--- config.mk ---
export PLATFORM = sky130hd
export DESIGN_NAME = uart_port_flat
export DESIGN_NICKNAME = d
export VERILOG_FILES = /design/src/rtl/uart_port_if.sv /design/src/rtl/uart_port.sv /design/src/flat_wrapper.sv
export SDC_FILE = /design/constraint.sdc
export NUM_CORES = 1
export LEC_CHECK = 0
export CORE_MARGIN = 2
export CORE_UTILIZATION = 49
export DETAILED_ROUTE_END_ITERATION = 10
export PLACE_DENSITY = 0.75
export SETUP_SLACK_MARGIN = 0.3
export SYNTH_ARGS = -nofsm -noshare
export SYNTH_HDL_FRONTEND = slang
export SYNTH_SLANG_ARGS = --single-unit
--- constraint.sdc ---
create_clock -name clk -period 2.8 [get_ports clk]
set_input_delay 0.84 -clock clk [delete_from_list [all_inputs] [get_ports clk]]
set_output_delay 0.84 -clock clk [all_outputs]
set_load 0.02 [all_outputs]
--- src/rtl/uart_port_if.sv ---
// CPU-side bus of uart_port: TX write strobe/byte, RX pop strobe and RX status.
interface uart_port_if;
  logic       uart_wr;
  logic [7:0] uart_w;
  logic       uart_rd;
  logic       uart_busy;
  logic       uart_valid;
  logic [7:0] uart_data;
  logic       uart_overrun;

  modport master (
    output uart_wr, uart_w, uart_rd,
    input  uart_busy, uart_valid, uart_data, uart_overrun
  );

  modport slave (
    input  uart_wr, uart_w, uart_rd,
    output uart_busy, uart_valid, uart_data, uart_overrun
  );
endinterface

--- src/rtl/uart_port.sv ---
// uart_port: 8N1 UART with independent TX and RX, DIVISOR clocks per bit.
// Build option: define UART_PORT_RX_FIFO_EN for an 8-entry RX FIFO; otherwise
// received bytes go to a single holding register.
//
// TX and RX state machines share one state encoding:
//   state   | meaning
//   S_IDLE  | line idle, waiting for a write (TX) or a falling edge (RX)
//   S_START | start bit: TX drives 0 / RX waits to mid-start and re-checks
//   S_DATA  | 8 data bits, LSB first, tracked by a 3-bit bit index
//   S_STOP  | stop bit: TX drives 1 / RX samples it at mid-bit
module uart_port #(
  parameter int unsigned DIVISOR = 104
) (
  input  logic        clk,
  input  logic        resetq,
  uart_port_if.slave  bus,
  input  logic        rx,
  output logic        tx
);

  localparam logic [15:0] BIT_LAST  = 16'(DIVISOR - 1);
  localparam logic [15:0] HALF_LAST = 16'((DIVISOR / 2) - 1);

  typedef enum logic [1:0] {S_IDLE, S_START, S_DATA, S_STOP} state_t;

  state_t      tx_state;
  logic [15:0] tx_cnt;
  logic [2:0]  tx_idx;
  logic [7:0]  tx_sh;
  logic        tx_busy;

  state_t      rx_state;
  logic [15:0] rx_cnt;
  logic [2:0]  rx_idx;
  logic [7:0]  rx_sh;
  logic        rx_s1, rx_s2, rx_prev;
  logic        rx_push;
  logic        pop;

  // TX frame sequencer; writes are only looked at in S_IDLE, so a write
  // during a frame is dropped without touching the shift register.
  always_ff @(posedge clk or negedge resetq) begin
    if (!resetq) begin
      tx_state <= S_IDLE;
      tx_cnt   <= '0;
      tx_idx   <= '0;
      tx_sh    <= '0;
      tx_busy  <= 1'b0;
      tx       <= 1'b1;
    end else begin
      case (tx_state)
        S_IDLE: begin
          if (bus.uart_wr) begin
            tx_sh    <= bus.uart_w;
            tx_cnt   <= BIT_LAST;
            tx       <= 1'b0;
            tx_busy  <= 1'b1;
            tx_state <= S_START;
          end
        end
        S_START: begin
          if (tx_cnt == 16'd0) begin
            tx_cnt   <= BIT_LAST;
            tx       <= tx_sh[0];
            tx_sh    <= {1'b0, tx_sh[7:1]};
            tx_idx   <= 3'd0;
            tx_state <= S_DATA;
          end else begin
            tx_cnt <= tx_cnt - 16'd1;
          end
        end
        S_DATA: begin
          if (tx_cnt == 16'd0) begin
            tx_cnt <= BIT_LAST;
            if (tx_idx == 3'd7) begin
              tx       <= 1'b1;
              tx_state <= S_STOP;
            end else begin
              tx     <= tx_sh[0];
              tx_sh  <= {1'b0, tx_sh[7:1]};
              tx_idx <= tx_idx + 3'd1;
            end
          end else begin
            tx_cnt <= tx_cnt - 16'd1;
          end
        end
        S_STOP: begin
          if (tx_cnt == 16'd0) begin
            tx_busy  <= 1'b0;
            tx_state <= S_IDLE;
          end else begin
            tx_cnt <= tx_cnt - 16'd1;
          end
        end
        default: tx_state <= S_IDLE;
      endcase
    end
  end

  assign bus.uart_busy = tx_busy;

  // Two-flop synchronizer plus one delayed copy for falling-edge detection.
  always_ff @(posedge clk or negedge resetq) begin
    if (!resetq) begin
      rx_s1   <= 1'b1;
      rx_s2   <= 1'b1;
      rx_prev <= 1'b1;
    end else begin
      rx_s1   <= rx;
      rx_s2   <= rx_s1;
      rx_prev <= rx_s2;
    end
  end

  // RX frame sequencer. Arming needs a high-to-low edge, so after a framing
  // error the line must return high before a new start is recognised.
  always_ff @(posedge clk or negedge resetq) begin
    if (!resetq) begin
      rx_state <= S_IDLE;
      rx_cnt   <= '0;
      rx_idx   <= '0;
      rx_sh    <= '0;
    end else begin
      case (rx_state)
        S_IDLE: begin
          if (rx_prev && !rx_s2) begin
            rx_cnt   <= HALF_LAST;
            rx_state <= S_START;
          end
        end
        S_START: begin
          if (rx_cnt == 16'd0) begin
            if (rx_s2) begin
              rx_state <= S_IDLE;
            end else begin
              rx_cnt   <= BIT_LAST;
              rx_idx   <= 3'd0;
              rx_state <= S_DATA;
            end
          end else begin
            rx_cnt <= rx_cnt - 16'd1;
          end
        end
        S_DATA: begin
          if (rx_cnt == 16'd0) begin
            rx_sh  <= {rx_s2, rx_sh[7:1]};
            rx_cnt <= BIT_LAST;
            if (rx_idx == 3'd7) begin
              rx_state <= S_STOP;
            end else begin
              rx_idx <= rx_idx + 3'd1;
            end
          end else begin
            rx_cnt <= rx_cnt - 16'd1;
          end
        end
        S_STOP: begin
          if (rx_cnt == 16'd0) begin
            rx_state <= S_IDLE;
          end else begin
            rx_cnt <= rx_cnt - 16'd1;
          end
        end
        default: rx_state <= S_IDLE;
      endcase
    end
  end

  // A good stop bit delivers rx_sh to storage; a low stop bit is discarded.
  assign rx_push = (rx_state == S_STOP) && (rx_cnt == 16'd0) && rx_s2;
  assign pop     = bus.uart_rd && bus.uart_valid;

`ifdef UART_PORT_RX_FIFO_EN
  logic [7:0] mem [8];
  logic [2:0] wp, rp;
  logic [3:0] count;
  logic       ovr;
  logic       push_ok;

  // A pop in the same cycle frees the slot, so push always wins then.
  assign push_ok = rx_push && ((count != 4'd8) || pop);

  // RX FIFO: pointers, occupancy and the overrun pulse.
  always_ff @(posedge clk or negedge resetq) begin
    if (!resetq) begin
      for (int i = 0; i < 8; i++) mem[i] <= '0;
      wp    <= '0;
      rp    <= '0;
      count <= '0;
      ovr   <= 1'b0;
    end else begin
      ovr <= rx_push && !push_ok;
      if (push_ok) begin
        mem[wp] <= rx_sh;
        wp      <= wp + 3'd1;
      end
      if (pop) rp <= rp + 3'd1;
      case ({push_ok, pop})
        2'b10:   count <= count + 4'd1;
        2'b01:   count <= count - 4'd1;
        default: count <= count;
      endcase
    end
  end

  assign bus.uart_valid   = (count != 4'd0);
  assign bus.uart_data    = bus.uart_valid ? mem[rp] : 8'h00;
  assign bus.uart_overrun = ovr;
`else
  logic [7:0] hold;
  logic       hold_valid;
  logic       ovr;

  // Single holding register; cleared on pop so uart_data reads 0 when empty.
  always_ff @(posedge clk or negedge resetq) begin
    if (!resetq) begin
      hold       <= '0;
      hold_valid <= 1'b0;
      ovr        <= 1'b0;
    end else begin
      ovr <= 1'b0;
      if (rx_push) begin
        if (!hold_valid || pop) begin
          hold       <= rx_sh;
          hold_valid <= 1'b1;
        end else begin
          ovr <= 1'b1;
        end
      end else if (pop) begin
        hold       <= '0;
        hold_valid <= 1'b0;
      end
    end
  end

  assign bus.uart_valid   = hold_valid;
  assign bus.uart_data    = hold;
  assign bus.uart_overrun = ovr;
`endif

endmodule

--- src/flat_wrapper.sv ---
// flat-port wrapper written by rule: the top's interface ports become plain ports
module uart_port_flat 
#(
  parameter int unsigned DIVISOR = 104
)
  (clk, resetq, rx, tx, bus_uart_wr, bus_uart_w, bus_uart_rd, bus_uart_busy, bus_uart_valid, bus_uart_data, bus_uart_overrun);
  uart_port_if bus_i ();
  input  logic clk;
  input  logic resetq;
  input  logic rx;
  output logic tx;
  input wire logic [$bits(bus_i.uart_wr)-1:0] bus_uart_wr;
  input wire logic [$bits(bus_i.uart_w)-1:0] bus_uart_w;
  input wire logic [$bits(bus_i.uart_rd)-1:0] bus_uart_rd;
  output wire logic [$bits(bus_i.uart_busy)-1:0] bus_uart_busy;
  output wire logic [$bits(bus_i.uart_valid)-1:0] bus_uart_valid;
  output wire logic [$bits(bus_i.uart_data)-1:0] bus_uart_data;
  output wire logic [$bits(bus_i.uart_overrun)-1:0] bus_uart_overrun;
  assign bus_i.uart_wr = bus_uart_wr;
  assign bus_i.uart_w = bus_uart_w;
  assign bus_i.uart_rd = bus_uart_rd;
  assign bus_uart_busy = bus_i.uart_busy;
  assign bus_uart_valid = bus_i.uart_valid;
  assign bus_uart_data = bus_i.uart_data;
  assign bus_uart_overrun = bus_i.uart_overrun;
  uart_port #(.DIVISOR(DIVISOR)) u_core (.clk(clk), .resetq(resetq), .bus(bus_i), .rx(rx), .tx(tx));
endmodule
Word level (Yosys, flattened, before mapping)
Cells that the tools add are included.

word-level totals
  word-level logic and storage cells = 126
  output and inout bits = 12
  flip-flop bits (word level) = 73
  bits of input ports = 13

cells by class
  eq/ne operators = 25
  mux-type cells = 53
  reductions and logical operators = 28
  add/subtract/negate cells = 4

operator list
  kind                                                  count
  2-to-1 mux 16 bit                                     8
  one-hot mux 16 bit (4 select lines)                   1
  2-to-1 mux 8 bit                                      7
  one-hot mux 16 bit (3 select lines)                   1
  zero test 16 bit                                      2
  subtractor 16 x 1 -> 16 bit (second input constant)   2
  one-hot mux 8 bit (3 select lines)                    1
  2-to-1 mux 2 bit                                      11
  2-to-1 mux 3 bit                                      7
  AND reduction 5 bit                                   4
  != test 2 x 1 -> 1 bit (second input constant)        9
  one-hot mux 2 bit (4 select lines)                    2
  != test 2 bit (second input constant)                 7
  one-hot mux 3 bit (2 select lines)                    2
  2-to-1 mux 1 bit                                      11
  equality test 2 bit (second input constant)           4
  AND reduction 4 bit                                   2
  nonzero test 2 bit                                    4
  adder 3 x 1 -> 3 bit (second input constant)          2
  equality test 3 bit (second input constant)           2
  AND reduction 2 bit                                   3
  AND reduction 3 bit                                   2
  equality test 2 x 1 -> 1 bit (second input constant)  2
  logical AND 1 bit                                     4
  other kinds (8)                                       10

Longest topological paths before layout
Gate-level depths: netlist of the first run.

  word-level depth = 5
  depth in mapped cells = 9

Worst setup path before layout of the first run
No wires, ideal clock.

  path kind = reg2reg
  start = register u_core.tx_cnt[0]
  end = register u_core.tx_state[1]
  clock period less this slack = 2.019 ns
  buffers on the path = 1
  path slack = 0.781 ns
  library setup time = 0.128 ns
  data arrival time = 1.891 ns
  cell stages (with the launch flop) = 9
  cell sequence = dfrtp_1 -> inv_1 -> ha_1 -> nor4b_4 -> and4_4 -> buf_6 -> nand2_2 -> a211oi_2 -> mux2_1

on the way
  cells in the longest elaborated chain, start to end = 3
  elaborated cells on any way between the ends = 5

RTL lines
  what                                      RTL line                                           source
  start: declaration                        uart_port.sv:27                                    logic [15:0] tx_cnt;
  start signal: assignment                  uart_port.sv:69                                    tx_cnt <= tx_cnt - 16'd1;
  start signal: assignment                  uart_port.sv:84                                    tx_cnt <= tx_cnt - 16'd1;
  start signal: assignment                  uart_port.sv:92                                    tx_cnt <= tx_cnt - 16'd1;
  zero test 16 bit (*)                      uart_port.sv:62, uart_port.sv:73, uart_port.sv:88
  != test 2 x 1 -> 1 bit (no source line)   n/a
  AND reduction 5 bit (no source line) (*)  n/a
  end signal: assignment                    uart_port.sv:67                                    tx_state <= S_DATA;
  end signal: assignment                    uart_port.sv:77                                    tx_state <= S_STOP;
  end signal: assignment                    uart_port.sv:90                                    tx_state <= S_IDLE;
  end: declaration                          uart_port.sv:26                                    state_t tx_state;

Every way passes the cells marked *; elsewhere a longest branch is shown, timed or not.
A chain may end at the register's enable or synchronous reset.

==> run summary, run 1 <==
Status = finished clean
XOR/XNOR Fraction of Synth Area = 0.8783%
Net Count, Synth = 448
Static leakage = 2.033 nW
Commonest non-fill, non-tap cell in the layout = dfrtp_1
Clock buffer depth = 2
Die W = 94.23 um
Residual DRC count = 0
Post-DP HPWL = 5.865 mm
Clock Pin Slew Worst Setup and Hold Paths = 0.07 ns
Wire per inst = 14.64 um
VDD IR-drop max = 0.0005555 V
Flop-to-flop setup slack = 0.47 ns
Period utilisation layout = 83.27%
WS Path Type = register to register
Fillers = 683
Global placer's final weighted congestion = 0.9096
Post-Synth Adder-Cell Area = 4.391%
Hold endpoint = u_core.rx_s2$_DFF_PN1_
Unrepaired setup endpoints after global routing = no
Num Clock Sinks = 73
PortBufs = 24
Fraction of layout cells with a size suffix above 1 = 12.20%
Syn Std Cell Area = 0.003989 mm2
Die area = 0.008878 mm2
CP max FO = 9
Worst Hold Class = register to register
Fraction of registers with async set/reset = 100.0%
Overall Power = 4.719 mW
Routed wire length = 8.098 mm
Placement Rows = 32
DRT antenna net count = 0
H-tree depth = 3
Startpoint types = register
Number of iterations in the first detailed-routing pass = 5
Initial antenna violation count = 0
Starting Density = 51.09%
Io pins = 25
Vias per Instance = 5.794
Sequential area share after synthesis = 45.92%
Max-slew headroom = 54.92%
Cell area after placement = 0.004324 mm2
GRT Overall Usage = 20.38%
Post-synth top flop = dfrtp_1
Synth warn = 0
Hold_sp = u_core.rx_s1$_DFF_PN1_
Tmin final = 2.332 ns
CP endpoint kind = register
P&R area growth vs syn = 13.33%
Final Hold Vio Count = 0
FF-to-FF Start = u_core.rx_cnt[0]$_DFFE_PN0P_
Proportion of synthesized area in mux cells = 4.266%
Max-slew violations = 0
Largest net degree at the start of global routing = 31
Skew-Pair Late Insertion Delay = 0.34 ns
Worst Hold Depth = 0
Core area = 0.007807 mm2
Sum Neg Setup Slack = 0 ns
CTS Hold Buffers Added = 0
Max_cap viols = 0
Fin Clk Skew = 0.008482 ns
Nets@finish = 473
Pwr per Cell Area = 1044 mW/mm2
Synthesized flop and latch total = 73
Cells after Synth = 421
Initial DRC count = 178
Most frequent cells in the layout = dfrtp_1, nand2_1, nor2_1
Final setup fails = 0
Slew @ Worst Pin = 0.6762 ns
Post-CTS setup buffers = 0
F_max = 428.9 MHz
Avg Synthesized Cell Area = 9.475 um2
Vias in the first global route = 3105
Root buf cell = clkbuf_8
First-pass GRT wire length = 14.37 mm
CTS Buf Count = 9
FF-to-FF path depth = 7
Compound-Gate Fraction of Synth Area = 16.59%
CTS tree = yes
Post-layout instance area = 0.004521 mm2
Vias = 3204
Grt total ovfl = 0
Largest family of logic cells by synthesized area = simple AND/OR/NAND/NOR gates
Post-synthesis simple-gate area fraction = 24.50%
Die H = 94.23 um
Unique masters post-synth = 65
Post-synth EDFFs = 0
Required @ worst endpoint = 3.01 ns
Crit path DAT = 2.54 ns
Diode count = 0
## layer usage
metal,GRT usage (%),vias up,wire length (um)
met5,0,-,0
li1,-,1577,-
met4,5.918,0,127
met1,26.96,1566,3724
met2,33.27,50,4019
met3,4.976,11,226
## final cells by class
type	count	area (um2)	share of cell area, %
clock buffer	12	165.2	3.653
clock inverter	4	26.28	0.5812
inverter	14	52.55	1.162
multi-input combinational	318	2024	44.78
sequential	73	1832	40.52
tap	102	127.6	2.823
timing repair buffer	30	292.8	6.477
## synth_stat cells, types with 3 or more instances
library cell  count  area [um2]
dfrtp_1          69        1727
nand2_1          65       244.0
nor2_1           35       131.4
o21ai_0          26       130.1
a21oi_1          20       100.1
nor3_1           18       90.09
nand3_1          17       85.08
ha_1             14       175.2
inv_1            14       52.55
clkbuf_1          8       30.03
mux2i_1           8       80.08
nor4_1            8       50.05
mux2_2            7       78.83
o21ai_1           7       35.03
a21o_1            6       45.04
nand2b_1          6       37.54
or3_1             5       31.28
a22o_1            4       35.03
a31oi_1           4       25.02
dfstp_2           4       105.1
nand4_1           4       25.02
o22a_1            4       35.03
a22oi_1           3       22.52
buf_2             3       15.01
nor2b_1           3       18.77
nor4_2            3       37.54
o21a_1            3       22.52
o311ai_1          3       26.28
xnor2_1           3       26.28
## through the flow
stage	setup slack, ns	instances	hold slack [ns]	util (%)
3_3_place_gp	0.4872	537	0.3457	55.38
5_1_grt	0.3282	553	0.3611	57.90
6_report	0.4685	553	0.3557	57.90
2_1_floorplan	0.7812	421	0.3452	-
3_5_place_dp	0.4190	537	0.3468	55.38
4_1_cts	0.4493	553	0.3598	57.84
## registers in the layout, summed over array words and instances (netlist names), named ones only
signal	cells
u_core.bus.uart_overrun	1
u_core.bus.uart_busy	1
u_core.bus.uart_valid	1
u_core.tx_idx	3
u_core.tx_sh	8
u_core.rx_idx	3
u_core.rx_cnt	16
u_core.rx_sh	8
u_core.tx	1
u_core.rx_prev	1
u_core.rx_s1	1
u_core.tx_cnt	16
u_core.bus.uart_data	8
u_core.rx_state	1
u_core.tx_state	2
u_core.rx_s2	1
## what timing repair did
item,CTS,global route
endpoints found under the hold margin,0,0
setup endpoints to repair,0,1
gates resized for setup,0,1
## critical path, cell delays in order, from the launching register on
cell,delay (ns)
dfrtp_1,0.40
inv_1,0.09
ha_1,0.23
nor4b_1,0.41
and4_1,0.51
nor2_1,0.14
o311ai_1,0.30
o31ai_1,0.12
## how the worst max path moves through the flow
stage,from,endpoint,slack (ns),depth (start not counted)
final,u_core.rx_cnt[0]$_DFFE_PN0P_,register,0.47,7
after detailed placement,bus_uart_wr,u_core.tx_sh[1]$_DFFE_PN0P_,0.42,7
after global routing,u_core.rx_cnt[0]$_DFFE_PN0P_,u_core.rx_cnt[10]$_DFFE_PN0P_,0.33,7
after floorplan,u_core.tx_cnt[0]$_DFFE_PN0P_,u_core.tx_state[1]$_DFFE_PN0P_,0.78,8
after global placement,bus_uart_wr,u_core.tx_sh[5]$_DFFE_PN0P_,0.49,7
after CTS,u_core.tx_cnt[0]$_DFFE_PN0P_,u_core.tx_cnt[9]$_DFFE_PN0P_,0.45,7
## logic make-up after synthesis
group	after synthesis
AO/OA/AOI/OAI	99
XOR/XNOR	4
adder cells (fa/ha/maj)	14
buffers and inverters	30
flip-flops	73
multiplexers	16
AND/OR/NAND/NOR	185
## report_power, final
part / internal (mW) / leakage (nW) / switching [mW]
clock network: 0.393 / 0.0984 / 0.386
registers: 1.34 / 0.959 / 0.323
logic: 0.940 / 0.975 / 1.34
total: 2.67 / 2.03 / 2.05
Note: power is estimated with default switching activity, not from simulation.
==> run 2: changes to the inputs <==
==> constraint.sdc (replaced) <==
create_clock -name clk -period 2.29 [get_ports clk]
set_input_delay 0.687 -clock clk [delete_from_list [all_inputs] [get_ports clk]]
set_output_delay 0.687 -clock clk [all_outputs]
set_load 0.02 [all_outputs]
==> run summary, run 2 (same netlist as run 1, synthesis figures left out) <==
Status = finished clean
Required @ worst endpoint = 2.54 ns
Post-DP HPWL = 6.098 mm
PortBufs = 24
Worst path slowest cell = dfrtp_1
Crit path DAT = 2.22 ns
Initial DRC count = 160
Vias = 3376
Routed wire length = 8.827 mm
Num Clock Sinks = 73
Vias per Instance = 5.801
Initial antenna violation count = 0
Storage element area = 0.001833 mm2
Static leakage = 2.279 nW
Number of iterations in the first detailed-routing pass = 5
Die area = 0.008878 mm2
WS Path Type = register to register
Vias in the first global route = 3381
Multi-input combinational cell area = 0.002143 mm2
Period utilisation layout = 86.17%
Placement Rows = 32
CP startpoint = u_core.tx_cnt[1]$_DFFE_PN0P_
Fillers = 653
Largest net degree at the start of global routing = 38
DRT antenna net count = 0
GRT Overall Usage = 21.51%
Unrepaired setup endpoints after global routing = yes
Diode count = 0
Most frequent cells in the layout = dfrtp_1, nand2_1, nor2_1
Sum Neg Setup Slack = 0 ns
Startpoint types = register
P&R area growth vs syn = 21.96%
CTS Buf Count = 9
VDD IR-drop max = 0.0007348 V
Post-layout instance area = 0.004865 mm2
Starting Density = 51.09%
Clock buffer depth = 2
Wire per inst = 15.17 um
CTS tree = yes
Worst Hold Class = primary input to asynchronous set/reset pin
Die W = 94.23 um
F_max = 506.8 MHz
Grt peak-use layer = met2
CP peak stage delay = 0.39 ns
Skew-Pair Late Insertion Delay = 0.36 ns
Fraction of layout cells with a size suffix above 1 = 21.25%
Fin Clk Skew = 0.01155 ns
CP endpoint kind = register
CP max FO = 5
Tmin final = 1.973 ns
Max-slew headroom = 62.86%
Max-slew violations = 0
Nets@finish = 502
First-pass GRT wire length = 15.05 mm
Max_cap viols = 0
Residual DRC count = 0
Io pins = 25
Met2 GRT Util = 36.67%
Cell area after placement = 0.004412 mm2
Die H = 94.23 um
Grt total ovfl = 0
GR Layer Usage met3 = 4.173%
Root buf cell = clkbuf_8
Core area = 0.007807 mm2
Clock Pin Slew Worst Setup and Hold Paths = 0.08 ns
Final setup fails = 0
Commonest non-fill, non-tap cell in the layout = dfrtp_1
FF-to-FF Start = u_core.tx_cnt[1]$_DFFE_PN0P_
H-tree depth = 3
Slew @ Worst Pin = 0.5554 ns
Global placer's final weighted congestion = 0.9303
Worst path cell trace = inv_2 -> ha_4 -> nor4b_4 -> and4_4 -> buf_6 -> nand2_2 -> a211oi_2 -> mux2_4
Final Hold Vio Count = 0
M1 GR Usage = 26.40%
Pwr per Cell Area = 1334 mW/mm2
Biggest regs = u_core.rx_cnt (16), u_core.tx_cnt (16)
[run 2: what timing repair did]
item	CTS	global route
hold buffers	0	0
setup endpoints to repair	58	50
pin swaps	5	6
setup buffers	9	9
resized for setup	22	20
hold endpoints to repair	0	0
[run 2: cell type report]
type,instances,area share (%)
Tap cell,102,2.623
Clock inverter,7,1.466
Sequential cell,73,37.68
Multi-Input combinational cell,318,44.06
Timing Repair Buffer,59,10.55
Clock buffer,9,2.546
Inverter,14,1.080
[run 2: final timing paths]
kind | to | slack, ns | cells after the start
worst min register to register | u_core.rx_s2$_DFF_PN1_ | 0.36 | 0
worst min-delay path | u_core.tx_idx[2]$_DFFE_PN0P_ | 0.28 | 1
min in group clk | u_core.rx_s2$_DFF_PN1_ | 0.36 | 0
max in group asynchronous | u_core.rx_prev$_DFF_PN1_ | 1.39 | 2
worst max-delay path | u_core.tx_state[1]$_DFFE_PN0P_ | 0.32 | 8
worst max register to register | u_core.tx_state[1]$_DFFE_PN0P_ | 0.32 | 8
[run 2: routing by layer]
metal | vias to the layer above | routed length [um]
met5 | - | 0
met4 | 0 | 147
met3 | 11 | 276
met2 | 58 | 4570
met1 | 1668 | 3832
li1 | 1639 | -
[run 2: where the power goes]
group	leakage (nW)	switching [mW]	internal, mW
sequential	0.957	0.409	1.63
combinational	1.22	1.87	1.57
clock	0.103	0.505	0.502
[run 2: per-stage QoR]
step / utilization (%) / setup WS, ns / power [mW] / cells / hold slack [ns]
floorplan: - / 0.3052 / 4.211 / 421 / 0.3452
global placement: 56.51 / 0.1817 / 4.859 / 548 / 0.3457
detailed placement: 56.51 / 0.07739 / 4.977 / 548 / 0.3475
CTS: 60.29 / 0.2992 / 6.203 / 573 / 0.2879
global route: 62.31 / 0.2299 / 7.015 / 582 / 0.3175
finish: 62.31 / 0.3167 / 6.490 / 582 / 0.2760
[run 2: critical path: cells and delay by family, from the launching register on]
kind | cells | cell delay, ns
AOI/OAI and AO/OA | 1 | 0.26
buffers and inverters | 2 | 0.19
DFF | 1 | 0.39
adders and majority gates | 1 | 0.14
and+or+nand+nor | 3 | 0.56
muxes | 1 | 0.32
==> run 3: changes to the inputs <==
--- a/config.mk
+++ b/config.mk
@@ -10,6 +10,7 @@
 export DETAILED_ROUTE_END_ITERATION = 10
 export PLACE_DENSITY = 0.75
 export SETUP_SLACK_MARGIN = 0.3
+export SLEW_MARGIN = 15
 export SYNTH_ARGS = -nofsm -noshare
 export SYNTH_HDL_FRONTEND = slang
 export SYNTH_SLANG_ARGS = --single-unit
==> results of run 3 <==
No change in the layout: final DEF, timing and power equal those of run 2.
